File: config.mk
export PLATFORM = sky130hd
export DESIGN_NAME = uart_rx_core
export DESIGN_NICKNAME = d
export VERILOG_FILES = /design/src/rtl/uart_rx_core.sv
export SDC_FILE = /design/constraint.sdc
export NUM_CORES = 1
export LEC_CHECK = 0
export ABC_CLOCK_PERIOD_IN_PS = 6900
export CORE_MARGIN = 2
export CORE_UTILIZATION = 25
export CTS_CLUSTER_DIAMETER = 100
export DETAILED_ROUTE_END_ITERATION = 6
export PLACE_DENSITY_LB_ADDON = 0.05
export SLEW_MARGIN = 20
export SYNTH_ARGS = -nofsm -noshare
export SYNTH_HDL_FRONTEND = slang
export SYNTH_SLANG_ARGS = --single-unit
File: constraint.sdc
create_clock -name CLK100MHZ -period 6.9 [get_ports CLK100MHZ]
set_input_delay 1.38 -clock CLK100MHZ [delete_from_list [all_inputs] [get_ports CLK100MHZ]]
set_output_delay 1.38 -clock CLK100MHZ [all_outputs]
set_load 0.03 [all_outputs]
File: src/rtl/uart_rx_core.sv
// 8N1 UART receiver: 2-flop synchronizer, mid-bit sampling, stop-bit check,
// and a single-entry valid/ready output stage with overrun reporting.
module uart_rx_core #(
  parameter int unsigned CLKS_PER_BIT = 10417,
  parameter int unsigned HALF_BIT     = CLKS_PER_BIT / 2
) (
  input  logic       CLK100MHZ,
  input  logic       SW0,
  input  logic       UART_TXD_IN,
  output logic [7:0] rx_data,
  output logic       rx_valid,
  input  logic       rx_ready,
  output logic       rx_busy,
  output logic       frame_err,
  output logic       overrun
);

  localparam int unsigned CNT_W = (CLKS_PER_BIT > 1) ? $clog2(CLKS_PER_BIT) : 1;
  localparam logic [CNT_W-1:0] BIT_LAST  = CNT_W'(CLKS_PER_BIT - 1);
  localparam logic [CNT_W-1:0] HALF_LAST = CNT_W'(HALF_BIT - 1);

  typedef enum logic [2:0] {
    S_IDLE,
    S_START,
    S_DATA,
    S_STOP,
    S_RECOVER
  } state_t;

  state_t           state_q, state_d;
  logic [CNT_W-1:0] cnt_q, cnt_d;
  logic [2:0]       idx_q, idx_d;
  logic [7:0]       shreg_q, shreg_d;
  logic [7:0]       data_d;
  logic             valid_d, busy_d, fe_d, ov_d;
  logic             byte_done;
  logic [1:0]       sync_q;
  logic             rxs;

  // Metastability guard; flops reset to the idle-high line level.
  always_ff @(posedge CLK100MHZ or negedge SW0) begin
    if (!SW0) begin
      sync_q <= 2'b11;
    end else begin
      sync_q <= {sync_q[0], UART_TXD_IN};
    end
  end

  assign rxs = sync_q[1];

  always_ff @(posedge CLK100MHZ or negedge SW0) begin
    if (!SW0) begin
      state_q   <= S_IDLE;
      cnt_q     <= '0;
      idx_q     <= '0;
      shreg_q   <= '0;
      rx_data   <= '0;
      rx_valid  <= 1'b0;
      rx_busy   <= 1'b0;
      frame_err <= 1'b0;
      overrun   <= 1'b0;
    end else begin
      state_q   <= state_d;
      cnt_q     <= cnt_d;
      idx_q     <= idx_d;
      shreg_q   <= shreg_d;
      rx_data   <= data_d;
      rx_valid  <= valid_d;
      rx_busy   <= busy_d;
      frame_err <= fe_d;
      overrun   <= ov_d;
    end
  end

  always_comb begin
    state_d   = state_q;
    cnt_d     = cnt_q;
    idx_d     = idx_q;
    shreg_d   = shreg_q;
    data_d    = rx_data;
    valid_d   = rx_valid;
    fe_d      = 1'b0;
    ov_d      = 1'b0;
    byte_done = 1'b0;

    if (rx_valid && rx_ready) begin
      valid_d = 1'b0;
    end

    case (state_q)
      S_IDLE: begin
        if (!rxs) begin
          state_d = S_START;
          cnt_d   = '0;
        end
      end

      // Half a bit after the falling edge: confirm a real start bit.
      S_START: begin
        if (cnt_q == HALF_LAST) begin
          cnt_d = '0;
          idx_d = '0;
          state_d = rxs ? S_IDLE : S_DATA;
        end else begin
          cnt_d = cnt_q + 1'b1;
        end
      end

      S_DATA: begin
        if (cnt_q == BIT_LAST) begin
          shreg_d[idx_q] = rxs;
          cnt_d = '0;
          if (idx_q == 3'd7) begin
            state_d = S_STOP;
          end else begin
            idx_d = idx_q + 3'd1;
          end
        end else begin
          cnt_d = cnt_q + 1'b1;
        end
      end

      S_STOP: begin
        if (cnt_q == BIT_LAST) begin
          cnt_d = '0;
          if (rxs) begin
            byte_done = 1'b1;
            state_d   = S_IDLE;
          end else begin
            fe_d    = 1'b1;
            state_d = S_RECOVER;
          end
        end else begin
          cnt_d = cnt_q + 1'b1;
        end
      end

      // A held-low break must return high before another frame can start.
      S_RECOVER: begin
        if (rxs) begin
          state_d = S_IDLE;
        end
      end

      default: begin
        state_d = S_IDLE;
        cnt_d   = '0;
      end
    endcase

    // Delivery: accept into the output slot if empty or being drained now.
    if (byte_done) begin
      if (!rx_valid || rx_ready) begin
        data_d  = shreg_q;
        valid_d = 1'b1;
      end else begin
        ov_d = 1'b1;
      end
    end

    busy_d = (state_d != S_IDLE);
  end

endmodule

### After elaboration in Yosys (flattened, before gate mapping)

Cells that the tools add are included.

| cells by class | value |
|---|---|
| add/sub/neg operators | 2 |
| multiply operators | 0 |
| div/mod/pow operators | 0 |
| magnitude comparators | 2 |
| eq/ne operators | 11 |
| shift operators | 0 |
| multiplexer cells | 31 |
| bitwise operators | 1 |
| reductions and logical operators | 12 |

Operators with widths:

| cell | number |
|---|---|
| one-hot mux 14 bit (4 select lines) | 1 |
| 2-to-1 mux 14 bit | 3 |
| 2-to-1 mux 3 bit | 10 |
| one-hot mux 3 bit (5 select lines) | 1 |
| adder 14 x 1 -> 14 bit, second input constant | 1 |
| equality test 14 x 13 -> 1 bit, second input constant | 1 |
| equality test 14 bit, second input constant | 1 |
| 2-to-1 mux 1 bit | 12 |
| bitwise mux 8 bit | 1 |
| != test 2 bit, second input constant | 4 |
| equality test 3 x 2 -> 1 bit, second input constant | 2 |
| equality test 3 bit, second input constant | 2 |
| one-hot mux 3 bit (2 select lines) | 1 |
| AND reduction 2 bit | 3 |
| < comparator 3 x 4 -> 1 bit, second input constant | 1 |
| AND reduction 4 bit | 1 |
| adder 3 x 1 -> 3 bit, second input constant | 1 |
| demux 1 bit (select 3 bit) | 1 |
| equality test 3 x 1 -> 1 bit, second input constant | 1 |
| >= comparator 3 x 1 -> 1 bit, second input constant | 1 |
| zero test 3 bit | 1 |
| nonzero test 3 bit | 1 |
| logical AND 1 bit | 2 |
| 2-to-1 mux 2 bit | 1 |
| 5 further kinds | 5 |

| word-level totals | value |
|---|---|
| register bits after elaboration | 42 |
| latch bits | 0 |
| RAM bits | 0 |
| memory bits (read-only) | 0 |
| input port bits | 4 |
| output and inout bits | 12 |
| logic and storage cells | 69 |
| memories | 0 |

### Logic depth before layout (Yosys ltp)

| depth | value |
|---|---|
| word-level depth | 5 |
| gate-level depth with buffers | 8 |
| depth with buffers taken out | 7 |

### Least setup slack after synthesis

Ideal clock, no wire load.

| timing path | value |
|---|---|
| path kind | reg-to-reg |
| start | register cnt_q[2] |
| end | register shreg_q[2] |
| library setup time | 125 ps |
| data arrival time | 2,112 ps |
| data required time | 6,775 ps |
| slack | 4,664 ps |
| cell stages (with the launch flop) | 7 |
| path buffers | 1 |
| clock period less this slack | 2,236 ps |
| path through | dfrtp_1 > or4b_4 > nor4_4 > buf_6 > nand3b_2 > nor3b_1 > mux2_2 |

| on the way | value |
|---|---|
| longest elaborated chain between the ends | 2 |

Ends and longest elaborated chain:

| element | RTL line | text |
|---|---|---|
| start: declaration | 31 | `logic [CNT_W-1:0] cnt_q, cnt_d;` |
| start signal: assignment | 64 | `cnt_q <= cnt_d;` |
| equality test 14 bit | 110 | `if (cnt_q == BIT_LAST) begin` |
| AND reduction 2 bit (no line) | -- |  |
| end signal: assignment | 66 | `shreg_q <= shreg_d;` |
| end: declaration | 33 | `logic [7:0] shreg_q, shreg_d;` |

No other way between the ends.
A chain may end at the register's enable or synchronous reset.

### Worst setup path after layout

| timing path | value |
|---|---|
| start | register cnt_q[2] |
| end | register rx_data[0] |

| on the way | value |
|---|---|
| longest elaborated chain between the ends | 4 |

Ends and longest elaborated chain:

| element | RTL line | text |
|---|---|---|
| equality test 14 bit | 124 | `if (cnt_q == BIT_LAST) begin` |
| 2-to-1 mux 1 bit | 124 |  |
| 2-to-1 mux 1 bit | 90 | `case (state_q)` |
| AND reduction 2 bit (no line) | -- |  |
| end signal: assignment | 67 | `rx_data <= data_d;` |
| end: declaration | 10 | `output logic [7:0] rx_data,` |

No other way between the ends.

==> results summary <==
In this run the worst path has a maximum fanout of 13. 0 antenna diodes ended up in the layout. Dividing the synthesized area by the synthesized cell count gives around 11 sq um. After filler insertion, the fill cell instance count of the layout stands at 877. STA puts the critical path data required time at about 7 ns.

Ranked by total cell area, the synthesized netlist is headed by sky130_fd_sc_hd__dfrtp_1 (47%), sky130_fd_sc_hd__mux2_2 (7.9%), sky130_fd_sc_hd__nand2_1 (3.3%), sky130_fd_sc_hd__dfstp_2 (2.5%), sky130_fd_sc_hd__ha_1 (2.3%). The number of detailed-route iterations in the first pass is 4. The biggest area contributor in the post-synthesis netlist is sky130_fd_sc_hd__dfrtp_1. The max-capacitance violation count came out at 0. The final net count is 220. Hold repair after CTS inserted 0 buffers. The signal on the critical path passes through or4b_4 > nor4_4 > nand4_1 > nor2b_1 > mux2_2.

Summed over all cells, the static leakage comes to 1.06 nW. The area of the multi-input gates is just over 1000 sq um. The share of the synthesized area in the top cell type is 47.0%. The via count came out at ~1500. The capturing element type of the critical path is a flop. The initialized floorplan defines 33 standard-cell rows. The initial standard-cell utilization of the core came out at 25.8%.

The critical path is of the reg2reg type. The final worst slack came out at 3.82 ns. The final sum of negative setup slack came out at 0 ns. Setup repair after global routing left no endpoint under its margin.

The number of enable-type register cells in the synthesized netlist came out at 0. The area growth from synthesis to layout is 15.5%. The post-cts resize count came out at 0. The area of the core is ~8300 sq um. The largest stage delay on the critical path is 0.64 ns. Entering global routing, the biggest net connects 43 pins.

The floorplan step defined a die boundary enclosing 9280 sq um. The buffer type at the clock tree root is sky130_fd_sc_hd__clkbuf_8. The sequential cells in the finished layout cover a total of 1050 sq um.

The clock arrives with between 0.004 and 0.005 ns of skew. The global router's overall resource usage is 10.9%. The yosys synthesis warning count is 0. Clock-pin slew was measured on the worst setup and hold paths at 0.08 ns. At the pin with the least slew margin, the transition time is 0.965 ns. The worst setup slack before clock tree synthesis is around 3.7 ns.

The number of different library cells in the post-synthesis netlist is 48. The count of input and output buffers is 15. The final-layout worst hold slack is 0.358 ns.

The final hold violation count came out at 0. TritonCTS built the clock tree. STA puts the critical path data arrival time at 3.25 ns. The kind of cell with the highest combined delay along the critical path is simple AND/OR/NAND/NOR gates.

The number of global-route vias before repair came to 1588. The final routed wire length divided by cell count came out at 14.2 um. The cell area after synthesis is 2130 sq um.

The detailed placer's ending HPWL is 3.15 mm. The share of final-layout standard cells stronger than drive strength 1 is 16.9%. The clock network latency to the later pin of the worst-skew pair came out at 0.29 ns.

Subtracting the final worst setup slack from the clock period gives 3.08 ns. The async set-or-reset flop fraction in the synthesized netlist is between 90% and 100%. The period utilization is roughly 45%.

The initial antenna violation count was 0. The flow ran to the end, and the final reports show no timing, DRC or antenna violations. Setup violations remaining at the end of the flow were counted as 0. Counting both buffers and inverters, the worst setup path holds a total of 0. At the end of routability-driven placement, the weighted congestion stood at 0.796. The worst slew margin relative to its limit is 35.1%. The fraction of the yosys area taken by sequential cells is 49.4%. The number of DRC markers after the initial detailed-route iteration is 65. Static timing analysis puts the maximum clock frequency at 0.325 GHz. The final antenna-violating net count is 0. The die is 96.3 um wide. Among all stages on the critical path, the largest delay is contributed by sky130_fd_sc_hd__nor2b_1. Post-CTS timing repair inserted 0 buffers for setup. The cell count after synthesis is 199. Among all flip-flop cells after synthesis, the most frequent one is sky130_fd_sc_hd__dfrtp_1. The number of nets in the synthesized netlist came out at 207. The worst hold path belongs to the class reg2reg.

16 I/O pins were placed. The total wire length after detailed routing is approximately 4.5 mm. The number of CTS-inserted buffers came out at 5.

The number of levels in the clock H-tree is 2. The number of remaining DRC errors is 0. The worst setup path is launched from a flop. Measured in cells, the most critical reg-to-reg path has a length of 5.

The longest clock path from root to sink contains 2 buffers. The number of sinks handled by clock tree synthesis came out at 42. The die outline height came out at 96.3 um. The number of max-slew violations in the final report was 0. Synthesis inferred 42 register bits. The global-route wire length before repair is 7.70 mm. The worst hold path passes through 0 cells.

After detailed routing, the number of vias per cell comes to 4.85. VDD sags by at most approximately 0.065 mV. The power density relative to cell area came out at 172 nW/um^2. The total number of cells along the worst setup path is 5. For this run the aggregate overflow at the end of global routing stands at 0.
## placed cells by master (no fill, tap or decap), types with 6 or more instances in the layout
| cell | instances |
|---|---|
| sky130_fd_sc_hd__a21oi_1 | 7 |
| sky130_fd_sc_hd__clkbuf_8 | 6 |
| sky130_fd_sc_hd__clkdlybuf4s50_1 | 14 |
| sky130_fd_sc_hd__dfrtp_1 | 40 |
| sky130_fd_sc_hd__mux2_2 | 15 |
| sky130_fd_sc_hd__nand2_1 | 19 |
| sky130_fd_sc_hd__nand3_1 | 7 |
| sky130_fd_sc_hd__nor2_1 | 12 |
| sky130_fd_sc_hd__nor3_1 | 8 |
| sky130_fd_sc_hd__o21ai_0 | 9 |
## metal layers
metal	share of wire [%]	global-route usage (%)	wire length, um
met1	47	13.4	2130
met2	49	18.2	2220
met3	2.0	2.58	91
met4	1.6	4.46	73
met5	0	0	0
## state kept, by name (all words and copies together) (netlist names)
| name | count |
|---|---|
| cnt_q | 14 |
| rx_data | 8 |
| shreg_q | 8 |
| idx_q | 3 |
| state_q | 3 |
| sync_q | 2 |
| frame_err | 1 |
| overrun | 1 |
| rx_busy | 1 |
| rx_valid | 1 |
## cells in the mapped netlist, drive strengths merged, types with 5 or more instances
master / n
nand2: 19
nor2b: 5
clkbuf: 6
a31oi: 5
inv: 5
nor2: 12
mux2: 18
nor3: 8
a22o: 5
a21oi: 7
dfrtp: 40
nand3: 7
o21ai: 10
## worst register-to-register path, delay by kind of cell (launching register included)
kind	cells	cell delay, ns
AND/OR/NAND/NOR	4	2.08
multiplexers	1	0.41
flip-flops	1	0.46
## logic make-up (layout without fill, tap and decap cells)
logic type,count (synthesis),in the layout,synth area share (%)
fa+ha+maj,4,4,2.35
flops,42,42,49.4
simple gates,80,80,22.5
compound gates,40,40,12.9
buf+inv,15,29,3.29
mux,18,18,9.51
## power by group
part | internal [mW] | total (mW) | switching, mW
combinational | 0.00158 | 0.00668 | 0.00510
sequential | 0.247 | 0.248 | 0.00140
clock | 0.0805 | 0.168 | 0.0876
## worst paths after layout
path | start | to | slack (ns)
max | cnt_q[2] | rx_data[0] | 3.82
min | sync_q[0] | sync_q[1] | 0.36
max reg2reg | cnt_q[2] | rx_data[0] | 3.82
min reg2reg | sync_q[0] | sync_q[1] | 0.36
max in group asynchronous | SW0 | cnt_q[3] | 5.46
min in group asynchronous | SW0 | rx_valid | 1.06
## area by class of cell
cell class	count	share of cell area (%)
sequential	42	42.8
clock inverter	2	0.508
timing repair buffer	16	6.30
inverter	5	0.763
multi-input combinational	142	40.9
clock buffer	6	3.36
tap	105	5.34
## metrics by stage
step                      instances  power, mW  util, %  instance area [sq um]
after floorplan                 199      0.253        -                   2130
after global routing            318      0.443     29.8                   2460
after CTS                       318      0.434     29.8                   2460
after global placement          310      0.260     28.6                   2360
final                           318      0.423     29.8                   2460
after detailed placement        310      0.260     28.6                   2360
Note: power is estimated with default switching activity, not from simulation.
